[src/rtl/imem_loader_pkg.sv]
// Shared definitions for the instruction-memory boot loader: state encoding and
// the instruction-memory word-address width.
package imem_loader_pkg;

  localparam int IM_ADDR_W = 10;

  typedef enum logic [2:0] {
    IDLE   = 3'd0,
    LEN_HI = 3'd1,
    LEN_LO = 3'd2,
    DATA   = 3'd3,
    CSUM   = 3'd4,
    DONE   = 3'd5,
    ERROR  = 3'd6
  } state_t;

  // States in which the loader is consuming the byte stream.
  function automatic logic is_busy(input state_t s);
    return (s == LEN_HI) || (s == LEN_LO) || (s == DATA) || (s == CSUM);
  endfunction

endpackage

[src/rtl/imem_loader_if.sv]
// Byte-stream input and instruction-memory write port of the boot loader.
interface imem_loader_if import imem_loader_pkg::*; #(
  parameter int ADDR_W = IM_ADDR_W
);
  logic              in_valid;
  logic [7:0]        in_data;
  logic              in_ready;
  logic              we;
  logic [ADDR_W-1:0] waddr;
  logic [31:0]       wdata;

  modport master (output in_valid, in_data, input in_ready, we, waddr, wdata);
  modport slave  (input in_valid, in_data, output in_ready, we, waddr, wdata);
endinterface

[src/rtl/imem_loader_byte_packer.sv]
// Assembles big-endian 32-bit words from accepted bytes, pulses word_rdy for one
// cycle per completed word and keeps the running XOR of every byte it accepts.
module imem_loader_byte_packer import imem_loader_pkg::*; (
  input  logic        clk,
  input  logic        rst,
  input  logic        clear,
  input  logic        accept,
  input  logic [7:0]  din,
  output logic        word_rdy,
  output logic [31:0] word,
  output logic        last_byte,
  output logic [7:0]  csum
);

  logic [1:0]  lane_reg;
  logic [23:0] shift_reg;
  logic [31:0] word_reg;
  logic        rdy_reg;
  logic [7:0]  xor_reg;
  logic [31:0] packed_next;

  // Newest byte enters the low lane; older bytes move up toward [31:24].
  for (genvar gi = 0; gi < 4; gi++) begin : g_lane
    if (gi == 0) begin : g_new
      assign packed_next[7:0] = din;
    end else begin : g_old
      assign packed_next[8*gi +: 8] = shift_reg[8*(gi-1) +: 8];
    end
  end

  always_ff @(posedge clk) begin
    if (!rst) begin
      lane_reg  <= 2'd0;
      shift_reg <= 24'd0;
      word_reg  <= 32'd0;
      rdy_reg   <= 1'b0;
      xor_reg   <= 8'd0;
    end else if (clear) begin
      lane_reg  <= 2'd0;
      shift_reg <= 24'd0;
      rdy_reg   <= 1'b0;
      xor_reg   <= 8'd0;
    end else begin
      rdy_reg <= 1'b0;
      if (accept) begin
        lane_reg <= lane_reg + 2'd1;
        xor_reg  <= xor_reg ^ din;
        if (lane_reg == 2'd3) begin
          word_reg <= packed_next;
          rdy_reg  <= 1'b1;
        end else begin
          shift_reg <= packed_next[23:0];
        end
      end
    end
  end

  assign word_rdy  = rdy_reg;
  assign word      = word_reg;
  assign last_byte = (lane_reg == 2'd3);
  assign csum      = xor_reg;

endmodule

[src/rtl/imem_loader.sv]
// Boot-time instruction-memory loader: length header, big-endian words, XOR
// checksum; holds the core in reset until an image has loaded cleanly.
module imem_loader import imem_loader_pkg::*; #(
  parameter int ADDR_W    = IM_ADDR_W,
  parameter int MAX_WORDS = 1024
) (
  input  logic          clk,
  input  logic          rst,
  input  logic          start,
  imem_loader_if.slave  bus,
  output logic          hold_cpu,
  output logic          busy,
  output logic          done,
  output logic          err
);

  state_t            state_reg, state_next;
  logic [15:0]       len_reg;
  logic [ADDR_W-1:0] waddr_reg;
  logic              in_ready_reg;
  logic              hold_reg, busy_reg, done_reg, err_reg;

  logic        accept, data_accept, start_ok, last_word;
  logic        pk_rdy, pk_last;
  logic [31:0] pk_word;
  logic [7:0]  pk_csum;
  logic [15:0] len_full;
  logic [16:0] widx_next;

  assign accept      = bus.in_valid && in_ready_reg;
  assign data_accept = accept && (state_reg == DATA);
  assign start_ok    = start && ((state_reg == IDLE) || (state_reg == DONE) || (state_reg == ERROR));
  assign len_full    = {len_reg[15:8], bus.in_data};
  // waddr_reg already points at the word being assembled when its last byte arrives.
  assign widx_next   = 17'(waddr_reg) + 17'd1;
  assign last_word   = (widx_next == {1'b0, len_reg});

  imem_loader_byte_packer u_packer (
    .clk       (clk),
    .rst       (rst),
    .clear     (start_ok),
    .accept    (data_accept),
    .din       (bus.in_data),
    .word_rdy  (pk_rdy),
    .word      (pk_word),
    .last_byte (pk_last),
    .csum      (pk_csum)
  );

  always_comb begin
    state_next = state_reg;
    case (state_reg)
      IDLE, DONE, ERROR: if (start) state_next = LEN_HI;
      LEN_HI: if (accept) state_next = LEN_LO;
      LEN_LO:
        if (accept) begin
          if (len_full == 16'd0)               state_next = CSUM;
          else if (32'(len_full) > MAX_WORDS)  state_next = ERROR;
          else                                 state_next = DATA;
        end
      DATA: if (accept && pk_last && last_word) state_next = CSUM;
      CSUM: if (accept) state_next = (bus.in_data == pk_csum) ? DONE : ERROR;
      default: state_next = IDLE;
    endcase
  end

  always_ff @(posedge clk) begin
    if (!rst) begin
      state_reg    <= IDLE;
      len_reg      <= 16'd0;
      waddr_reg    <= '0;
      in_ready_reg <= 1'b0;
      hold_reg     <= 1'b1;
      busy_reg     <= 1'b0;
      done_reg     <= 1'b0;
      err_reg      <= 1'b0;
    end else begin
      state_reg    <= state_next;
      in_ready_reg <= is_busy(state_next);
      busy_reg     <= is_busy(state_next);
      done_reg     <= (state_next == DONE);
      err_reg      <= (state_next == ERROR);
      hold_reg     <= (state_next != DONE);
      if (accept && (state_reg == LEN_HI)) len_reg[15:8] <= bus.in_data;
      if (accept && (state_reg == LEN_LO)) len_reg[7:0]  <= bus.in_data;
      // The final word's write lands in CSUM; the index stops there so it never wraps.
      if (start_ok)                            waddr_reg <= '0;
      else if (pk_rdy && (state_reg == DATA))  waddr_reg <= waddr_reg + 1'b1;
    end
  end

  assign bus.in_ready = in_ready_reg;
  assign bus.we       = pk_rdy;
  assign bus.waddr    = waddr_reg;
  assign bus.wdata    = pk_word;
  assign hold_cpu     = hold_reg;
  assign busy         = busy_reg;
  assign done         = done_reg;
  assign err          = err_reg;

endmodule

[src/flat_wrapper.sv]
// flat-port wrapper written by rule: the top's interface ports become plain ports
module imem_loader_flat import imem_loader_pkg::*;
#(
  parameter int ADDR_W    = IM_ADDR_W,
  parameter int MAX_WORDS = 1024
)
  (clk, rst, start, hold_cpu, busy, done, err, bus_in_valid, bus_in_data, bus_in_ready, bus_we, bus_waddr, bus_wdata);
  imem_loader_if #(.ADDR_W(ADDR_W)) bus_i ();
  input  logic clk;
  input  logic rst;
  input  logic start;
  output logic hold_cpu;
  output logic busy;
  output logic done;
  output logic err;
  input wire logic [$bits(bus_i.in_valid)-1:0] bus_in_valid;
  input wire logic [$bits(bus_i.in_data)-1:0] bus_in_data;
  output wire logic [$bits(bus_i.in_ready)-1:0] bus_in_ready;
  output wire logic [$bits(bus_i.we)-1:0] bus_we;
  output wire logic [$bits(bus_i.waddr)-1:0] bus_waddr;
  output wire logic [$bits(bus_i.wdata)-1:0] bus_wdata;
  assign bus_i.in_valid = bus_in_valid;
  assign bus_i.in_data = bus_in_data;
  assign bus_in_ready = bus_i.in_ready;
  assign bus_we = bus_i.we;
  assign bus_waddr = bus_i.waddr;
  assign bus_wdata = bus_i.wdata;
  imem_loader #(.ADDR_W(ADDR_W), .MAX_WORDS(MAX_WORDS)) u_core (.clk(clk), .rst(rst), .start(start), .bus(bus_i), .hold_cpu(hold_cpu), .busy(busy), .done(done), .err(err));
endmodule
[config.mk]
export PLATFORM = sky130hd
export DESIGN_NAME = imem_loader_flat
export DESIGN_NICKNAME = d
export VERILOG_FILES = /design/src/rtl/imem_loader_pkg.sv /design/src/rtl/imem_loader_if.sv /design/src/rtl/imem_loader_byte_packer.sv /design/src/rtl/imem_loader.sv /design/src/flat_wrapper.sv
export SDC_FILE = /design/constraint.sdc
export NUM_CORES = 1
export LEC_CHECK = 0
export CAP_MARGIN = 20
export CORE_AREA = 2 2 119 121
export DETAILED_ROUTE_END_ITERATION = 6
export DIE_AREA = 0 0 121 123
export GPL_TIMING_DRIVEN = 0
export SLEW_MARGIN = 20
export SYNTH_ARGS = -nofsm -noshare
export SYNTH_HDL_FRONTEND = slang
export SYNTH_SLANG_ARGS = --single-unit
[constraint.sdc]
create_clock -name clk -period 2.2 [get_ports clk]
set_input_delay 0.44 -clock clk [delete_from_list [all_inputs] [get_ports clk]]
set_output_delay 0.44 -clock clk [all_outputs]
set_load 0.01 [all_outputs]
Word-level counts from Yosys, hierarchy flattened --
Index checks and enable logic that the tools add are counted.
Operators by class: bitwise logic cells 5, add/subtract/negate cells 3, reduce and logical (&&, ||, !) cells 20, mux-type cells 10, equal/unequal tests 16, order comparisons 1
Operators with widths (number):
- $mux 3 | 7
- $eq 3x3->1 const B | 6
- $eq 17x16->1 | 1
- $gt 16x11->1 const B | 1
- $logic_not 16->1 | 1
- $pmux 3 s5 | 1
- $eq 3x2->1 const B | 4
- $add 10x1->11 const B | 1
- $add 10x1->10 const B | 1
- $eq 8x8->1 | 1
- $logic_and 1x1->1 | 8
- $xor 8x8->8 | 1
- $eq 3x1->1 const B | 2
- $reduce_or 3->1 | 2
- $logic_or 1x1->1 | 5
- $not 1->1 | 4
- $logic_not 3->1 | 1
- $ne 3x3->1 const B | 1
- $reduce_and 3->1 | 1
- $add 2x1->2 const B | 1
- $eq 2x2->1 const B | 1
- $mux 2 | 1
- $reduce_and 2->1 | 1
- $reduce_or 2->1 | 1
- $mux 1 | 1
Word-level totals: output and inout port bits 48, logic and storage cells 68, input port bits 12, register bits after elaboration 100

Logic depth before layout (Yosys ltp) --
Gate-level depths: netlist of the first run.
word-level depth 9, mapped depth 8, depth with buffers taken out 7

Hierarchy --
From an unflattened synthesis of the first run, not the netlist that was laid out.
Second synthesis, totals: cells, all modules 536, area total of the unflattened synthesis 4434.3 sq um
By module, submodules not included:
- imem_loader_byte_packer | seq. area each 1341.3 sq um, times used 1, area an instance 2417.3 sq um, cells each 294
- imem_loader | seq. area each 660.6 sq um, times used 1, area an instance 2016.9 sq um, cells each 242

Least setup slack after synthesis of the first run --
Ideal clock, no wire load.
path kind register to register, from register u_core.waddr_reg[0], in the netlist u_core.bus.waddr[0], to register u_core.hold_reg, in the netlist u_core.hold_cpu, data arrival time 2.033 ns, period minus slack after synthesis 2.150 ns, cell stages (with the launch flop) 8, path buffers 0, path slack 0.050 ns, data required time 2.083 ns, library setup time 0.117 ns, cells stage by stage dfxtp_1 ha_1 xnor2_1 xnor2_1 or4_4 nor4_4 a31oi_2 nand2b_1
Between the ends: cells in the longest elaborated chain, start to end 6
RTL lines:
- start, declared | RTL line imem_loader.sv:19 | logic [ADDR_W-1:0] waddr_reg;
- start signal, assigned | RTL line imem_loader.sv:88 | else if (pk_rdy && (state_reg == DATA)) waddr_reg <= waddr_reg + 1'b1;
- $add 10x1->11 | RTL line imem_loader.sv:35 | assign widx_next = 17'(waddr_reg) + 17'd1;
- $eq 17x16->1 | RTL line imem_loader.sv:36 | assign last_word = (widx_next == {1'b0, len_reg});
- $logic_and 1x1->1 | RTL line imem_loader.sv:61 | DATA: if (accept && pk_last && last_word) state_next = CSUM;
- $mux 3 | RTL line imem_loader.sv:61
- $pmux 3 s5 | RTL line imem_loader.sv:52 | case (state_reg)
- $ne 3x3->1 | RTL line imem_loader.sv:83 | hold_reg <= (state_next != DONE);
- end signal, assigned | RTL line imem_loader.sv:83
- end, declared | RTL line imem_loader.sv:21 | logic hold_reg, busy_reg, done_reg, err_reg;
Every way passes these cells. A chain may end at the register's enable or synchronous reset.

Worst setup path in the final report of the first run --
from input bus_in_valid, to register u_core.u_packer.shift_reg[10]
Between the ends: cells in the longest elaborated chain, start to end 3
RTL lines:
- start, declared | RTL line flat_wrapper.sv:16 | input wire logic [$bits(bus_i.in_valid)-1:0] bus_in_valid;
- $logic_and 1x1->1 | RTL line imem_loader.sv:30 | assign accept = bus.in_valid && in_ready_reg;
- $logic_and 1x1->1 | RTL line imem_loader.sv:31 | assign data_accept = accept && (state_reg == DATA);
- $reduce_and 2->1 (no line)
- end signal, assigned | RTL line imem_loader_byte_packer.sv:52 | shift_reg <= packed_next[23:0];
- end, declared | RTL line imem_loader_byte_packer.sv:16 | logic [23:0] shift_reg;
Every way passes these cells.

==> metrics.md, run 1 <==
| Metric | Value |
|---|---|
| Max_slew headroom | `62.76%` |
| CTS tree | `yes` |
| Largest net degree at the start of global routing | `19` |
| Layout net count | `roughly 610` |
| Net count after synthesis | `approximately 550` |
| Max-Cap Viols | `0` |
| Finished Cell Area | `roughly 5500 sq um` |
| CP max stage delay | `about 0.51 ns` |
| Min-Delay Path Class | `in -> reg` |
| Ys flop type | `dfxtp_1` |
| Die Footprint | `14880 sq um` |
| Critical Path AT | `2.29 ns` |
| Post-DP HPWL | `7714 um` |
| Share of total power in the clock network | `42.7%` |
| CP Launch Type | `input pin` |
| Clock slew at reported path FFs | `around 0.070 ns` |
| Placed cell areas | `5140 sq um` |
| ANT nets after route | `0` |
| Critical path's top delay family | `buffers and inverters` |
| Fill cells | `~1400` |
| Fmax | `481.9 MHz` |
| Syn Std Cell Area | `4414 sq um` |
| 1st-pass router iterations | `4` |
| Max VDD drop | `roughly 0.38 mV` |
| Row Count | `43` |
| Via density | `4.645` |
| Ys async rst share | `0%` |
| Commonest non-fill, non-tap cell in the layout | `nand2_1` |
| Top-Level Pins | `60` |
| Area grow syn2layout | `25.57%` |
| Vias in the first global route | `3481` |
| CP most frequent cell | `clkbuf_1` |
| Flop pwr share | `between 50 and 60%` |
| WS Path Type | `in -> reg` |
| Crit path time final | `2.075 ns` |
| Pwr dens | `640.0 nW/um^2` |
| Most frequent cells in the layout | `nand2_1 (153), dfxtp_1 (98), clkdlybuf4s50_1 (50)` |
| Vias | `3632` |
| Height of the die | `123 um` |
| Die X | `121 um` |
| Total Routing Usage GR | `about 15%` |
| Placer Congestion | `0.8499` |
| Worst-Skew Late Latency | `0.35 ns` |
| Synth cell types | `53` |
| Net Sw Frac | `approximately 24%` |
| Logic pwr share | `5.7%` |
| Starting Density | `32.43%` |
| Post-synth EDFFs | `0` |
| DRC viols | `0` |
| Grt total ovfl | `0` |
| Critical Path Sink Type | `flip-flop` |
| Buffers on Ports | `50` |
| Status | `completed` |
| Final TNS setup | `0 ns` |
| Leakage | `~1.8 nW` |
| WL final | `between 10000 and 15000 um` |
| Synth Instances | `531` |
| Slew Limit Fails | `0` |
| Net Sw Power | `0.8529 mW` |
| Clk buf depth | `2` |
| CTS Buf Count | `9` |
| Max FFs per register | `32` |
| DRT iter0 DRCs | `287` |
| CP Max Fanout | `10` |
| Hold slack | `0.4093 ns` |
| Pint | `2.695 mW` |
| Clk sink count | `100` |
| Finished Layout Cells | `~780` |
| Least-Margin Pin Slew | `0.5587 ns` |
| Slowest CP cell | `clkdlybuf4s50_1` |
| FF+latch count, synth | `100` |
| Share of cells above drive strength 1 | `10.80%` |
| R2R Setup Slk | `0.14 ns` |
| Final Skew | `0.008830 ns` |
| Root Driver | `clkbuf_16` |
| Ys Warns | `0` |
| H-tree lvl count | `3` |
| Core ar. | `13610 sq um` |
| Final setup fails | `0` |
| Worst path required time | `2.42 ns` |
| Initial antenna violation count | `0` |
| Seq/Total Area, Yosys | `45.35%` |
| WP buf/inv | `4` |
| WL/cell | `13.26 um` |
| Ant. Diodes | `0` |
| Avg Inst Size Synth | `8.313 sq um` |
| First-pass GRT wire length | `17070 um` |
| Placed insts | `761` |
| Final Hold Fails | `0` |
| Final worst-path cycle share | `94.33%` |
| CP cell instances | `clkdlybuf4s50_1 -> nand3b_1 -> buf_4 -> or3_1 -> clkbuf_1 -> clkbuf_1 -> nand2_1 -> a21oi_1` |
| Post-layout util | `40.72%` |
-- cells in the mapped netlist, types with 2 or more instances --
master / n / area share, %
a21boi_0: 40 / 6.8
a21o_1: 3 / 0.51
a21oi_1: 31 / 3.5
a31oi_1: 3 / 0.43
buf_2: 8 / 0.91
clkbuf_1: 27 / 2.3
clkbuf_8: 2 / 0.62
dfxtp_1: 100 / 45
ha_1: 2 / 0.57
inv_1: 5 / 0.43
mux2i_1: 10 / 2.3
nand2_1: 153 / 13
nand2b_1: 5 / 0.71
nand3_1: 10 / 1.1
nand4_1: 4 / 0.57
nor2_1: 25 / 2.1
nor2b_1: 12 / 1.7
nor3_1: 10 / 1.1
nor3b_1: 3 / 0.51
nor4_2: 2 / 0.57
o21a_1: 2 / 0.34
o21ai_0: 6 / 0.68
or3_1: 4 / 0.57
xnor2_1: 22 / 4.4
xor2_1: 14 / 2.8
-- metal layers --
layer / GRT usage (%) / part of all wire, % / vias up
met5: 0 / 0 / -
met4: 6.250 / 1.8 / 0
met2: 22.82 / 45 / 67
met1: 19.81 / 50 / 1668
li1: - / - / 1883
met3: 2.629 / 3.4 / 14
-- through the flow --
stage                     power, mW  worst slack [ns]
after floorplan               2.008           0.04965
after global placement        2.067           -0.4032
after detailed placement      2.070           -0.4000
after CTS                     3.595          -0.04045
after global routing          3.678          -0.03387
final                         3.548            0.1248
-- timing repair --
| action | CTS | global route |
|---|---|---|
| hold buffers | 0 | 0 |
| pin swaps | 0 | 4 |
| gates resized for setup | 5 | 25 |
| endpoints found under the hold margin | 0 | 0 |
| buffers inserted | 0 | 6 |
| endpoints found under the setup margin | 21 | 62 |
-- final timing paths --
kind,end,cells past startpoint,start
max,u_core.u_packer.shift_reg[10]$_SDFFE_PP0P_,8,bus_in_valid
min reg2reg,u_core.u_packer.shift_reg[23]$_SDFFE_PP0P_,2,u_core.u_packer.shift_reg[23]$_SDFFE_PP0P_
max reg2reg,u_core.hold_cpu$_SDFF_PN1_,7,u_core.bus.waddr[2]$_SDFFE_PP0P_
min,u_core.bus.in_ready$_SDFF_PN0_,3,rst
-- cell families (layout without fill, tap and decap cells) --
kind of cell    count (synthesis)  in the layout  share of synthesized area, %
buf+inv                        46            117                         5.386
fa+ha+maj                       2              2                        0.5668
mux                            10             10                         2.268
flops                         100            100                         45.35
xor+xnor                       36             36                         7.143
compound gates                 97             97                         14.74
simple gates                  240            240                         24.55
-- worst min-delay path: cells and delay by family --
family | cells | cell delay (ns)
AOI/OAI and AO/OA | 1 | 0.05
buffers and inverters | 1 | 0.13
and+or+nand+nor | 1 | 0.09
-- final cells by class --
cell class	count	area (sq um)	share of cell area (%)
clock inverters	6	56.30	1.016
plain buffers	40	227.7	4.108
clock buffers	10	229.0	4.131
inverters	5	18.77	0.3386
well taps	180	225.2	4.063
flip-flops and latches	100	2007	36.21
multi-input cells	385	2233	40.29
repair buffers	56	545.5	9.842
-- power groups by stage --
stage	combinational [mW]	clock, mW	sequential (mW)
detailed placement	0.201	0	1.87
CTS	0.203	1.57	1.83
floorplan	0.141	0	1.87
global route	0.220	1.63	1.83
global placement	0.199	0	1.87
finish	0.202	1.52	1.83
Note: power is estimated with default switching activity, not from simulation.
==> run 2: changes to the inputs <==
==> constraint.sdc (replaced) <==
create_clock -name clk -period 1.73 [get_ports clk]
set_input_delay 0.346 -clock clk [delete_from_list [all_inputs] [get_ports clk]]
set_output_delay 0.346 -clock clk [all_outputs]
set_load 0.01 [all_outputs]
==> run 2 against run 1 <==
Against the previous run: the run now ends with setup timing left; worst hold slack worse by 0.12 ns; register-to-register slack worse by 0.42 ns; non-clock buffer count increased by 4; die area stayed put; final cell count is 0.51% higher; utilization grew 1.9 points; first-iteration DRC count shrank 7.7%; flip-flop and latch count unchanged.
==> metrics.md, run 2 (synthesis results as in run 1) <==
| Metric | Value |
|---|---|
| Hold Crit Endpoint | `u_core.bus.in_ready$_SDFF_PN0_ (unchanged)` |
| Min-Delay Path Class | `in -> reg (unchanged)` |
| Largest net degree at the start of global routing | `18 (was 19)` |
| R2R Path End | `u_core.hold_cpu$_SDFF_PN1_ (unchanged)` |
| Hold buffer count at cts | `0 (unchanged)` |
| WHS Path Cells | `3 (unchanged)` |
| Most frequent cells in the layout | `nand2_1 (151), dfxtp_1 (90), clkdlybuf4s50_1 (46) (was nand2_1 (153), dfxtp_1 (98), clkdlybuf4s50_1 (50))` |
| Area grow syn2layout | `31.52% (was 25.57%)` |
| Fill cells | `1316 (was 1370)` |
| Clk buf depth | `2 (unchanged)` |
| Ant. Diodes | `0 (unchanged)` |
| Max_slew headroom | `72.76% (was 62.76%)` |
| Via density | `4.690 (was 4.645)` |
| Clock slew at reported path FFs | `0.07 ns (about the same)` |
| Hold_sp | `rst (unchanged)` |
| Placer Congestion | `0.8916 (was 0.8499)` |
| Buffers on Ports | `50 (unchanged)` |
| ANT nets after route | `0 (unchanged)` |
| Final total power | `4.849 mW (was 3.548 mW)` |
| Final worst-path cycle share | `116.1%` |
| Core ar. | `13610 sq um (unchanged)` |
| Worst-Skew Late Latency | `0.35 ns (about the same)` |
| Commonest non-fill, non-tap cell in the layout | `nand2_1 (unchanged)` |
| Slew Limit Fails | `0 (unchanged)` |
| Total Routing Usage GR | `14.79% (was 14.61%)` |
| CTS tree | `yes (unchanged)` |
| Final worst setup slack | `-0.2785 ns (was 0.1248 ns)` |
| Vias in the first global route | `3496 (was 3481)` |
| Initial antenna violation count | `0 (unchanged)` |
| Failing checks | `setup timing` |
| Max-Cap Viols | `0 (unchanged)` |
| Starting Density | `32.43% (unchanged)` |
| WS Path Type | `reg -> reg (was in -> reg)` |
| Root Driver | `clkbuf_16 (unchanged)` |
| CP Max Fanout | `4 (was 10)` |
| Leakage | `1.951 nW (was 1.792 nW)` |
| Grt total ovfl | `0 (unchanged)` |
| Max FFs per register | `32 (unchanged)` |
| Share of cells above drive strength 1 | `17.16% (was 10.80%)` |
| R2R Setup Slk | `-0.28 ns (was 0.14 ns)` |
| Clk sink count | `100 (unchanged)` |
| Critical Path Sink Type | `flip-flop (unchanged)` |
| Pre-CTS WS | `-0.7800 ns (was -0.4000 ns)` |
| Critical Path AT | `2.25 ns (was 2.29 ns)` |
| Worst r2r src | `u_core.bus.waddr[0]$_SDFFE_PP0P_ (was u_core.bus.waddr[2]$_SDFFE_PP0P_)` |
| Worst path required time | `1.97 ns (was 2.42 ns)` |
| Reg2Reg Depth | `7 (unchanged)` |
| Post-DP HPWL | `7752 um (was 7714 um)` |
| Max VDD drop | `0.4718 mV (was 0.3806 mV)` |
| DRC viols | `0 (unchanged)` |
| Final setup fails | `7 (was 0)` |
| WL/cell | `13.55 um (was 13.26 um)` |
| Layout net count | `615 (was 611)` |
| 1st-pass router iterations | `4 (unchanged)` |
| Die X | `121 um (unchanged)` |
| WL final | `10650 um (was 10370 um)` |
| CTS Buf Count | `9 (unchanged)` |
| H-tree lvl count | `3 (unchanged)` |
| Least-Margin Pin Slew | `0.4073 ns (was 0.5587 ns)` |
| RSZ-0062 raised after global routing | `yes` |
| Pwr dens | `835.3 nW/um^2 (was 640.0 nW/um^2)` |
| Height of the die | `123 um (unchanged)` |
| Crit path time final | `2.009 ns` |
| Final Hold Fails | `0 (unchanged)` |
| Vias | `3686 (was 3632)` |
| DRT iter0 DRCs | `265 (was 287)` |
| Final Skew | `0.007014 ns (was 0.008830 ns)` |
| Top-Level Pins | `60 (unchanged)` |
| Status | `complete, but fails checks (was completed)` |
| First-pass GRT wire length | `17260 um (was 17070 um)` |
| Row Count | `43 (unchanged)` |
| CP Launch Type | `flip-flop (was input pin)` |
| Die Footprint | `14880 sq um (unchanged)` |
| Fmax | `497.9 MHz` |
-- run 2: changes by cell type in the layout (fill, tap and decap cells not counted), sizes merged --
cell           before  now
buf                18   29
bufinv              0    1
clkbuf             38   33
clkdlybuf4s50      50   46
clkinv              2    0
clkinvlp            1    0
dlygate4sd2         0    3
dlymetal6s2s        0    1
-- run 2: timing repair --
item	CTS	global route
pin swaps	3	4
resized for setup	35	39
setup endpoints to repair	92	76
setup buffers	12	0
-- run 2: worst max-delay path, cell delays in order, from the launching register on --
cell      delay (ns)
dfxtp_4         0.37
ha_4            0.18
xnor2_4         0.13
xnor2_1         0.12
or4_4           0.52
nor4_4          0.24
a31oi_4         0.17
nand2b_1        0.17
-- run 2: stage by stage --
stage                     hold slack, ns  cell area [sq um]  std cells  TNS [ns]  utilization [%]
after floorplan                   0.4366               4494        531   -0.7095                -
after global placement            0.4442               5220        761    -50.92            38.35
after detailed placement          0.4468               5220        761    -52.03            38.35
after CTS                         0.2722               5722        787    -1.665            42.04
after global routing              0.2802               5806        786    -2.399            42.65
final                             0.2889               5806        786    -1.637            42.65
-- run 2: power breakdown --
group / total (mW) / switching, mW / leakage [nW] / internal [mW]
logic: 0.283 / 0.154 / 0.973 / 0.129
clock network: 2.24 / 0.929 / 0.167 / 1.31
registers: 2.33 / 0.0159 / 0.811 / 2.31
-- run 2: layer usage --
metal,wire (um),global-route usage (%),vias to the layer above,part of all wire (%)
met5,0,0,-,0
met4,121,6.395,0,1.1
met3,404,3.552,6,3.8
met2,4971,22.93,70,47
met1,5149,19.63,1733,48
li1,-,-,1877,-
-- run 2: worst max path at each step --
stage,slack [ns],depth (start not counted),from,end
3_5_place_dp,-0.78,8,bus_in_valid,u_core.u_packer.word[10]$_SDFFE_PN0P_
6_report,-0.28,7,u_core.bus.waddr[0]$_SDFFE_PP0P_,u_core.hold_cpu$_SDFF_PN1_
3_3_place_gp,-0.76,8,bus_in_valid,u_core.u_packer.word[9]$_SDFFE_PN0P_
4_1_cts,-0.27,7,u_core.bus.waddr[0]$_SDFFE_PP0P_,u_core.err$_SDFF_PN0_
5_1_grt,-0.39,7,u_core.bus.waddr[3]$_SDFFE_PP0P_,u_core.err$_SDFF_PN0_
2_1_floorplan,-0.22,7,bus_in_data[7],u_core.bus.in_ready$_SDFF_PN0_
-- run 2: final cells by class --
cell class / instances / area, sq um / area share [%]
multi-input combinational: 385 / 2322 / 40.00
sequential: 100 / 2019 / 34.78
buffer: 38 / 286.5 / 4.935
clock inverter: 4 / 58.81 / 1.013
clock buffer: 12 / 277.8 / 4.784
timing repair buffer: 62 / 596.8 / 10.28
inverter: 5 / 18.77 / 0.3233
tap: 180 / 225.2 / 3.879
==> run 3: changes to the inputs <==
--- a/config.mk
+++ b/config.mk
@@ -7,6 +7,7 @@
 export LEC_CHECK = 0
 export CAP_MARGIN = 20
 export CORE_AREA = 2 2 119 121
+export CTS_BUF_LIST = sky130_fd_sc_hd__clkbuf_4 sky130_fd_sc_hd__clkbuf_8 sky130_fd_sc_hd__clkbuf_16
 export DETAILED_ROUTE_END_ITERATION = 6
 export DIE_AREA = 0 0 121 123
 export GPL_TIMING_DRIVEN = 0
==> results of run 3 <==
No change in the layout: final DEF, timing and power equal those of run 2.
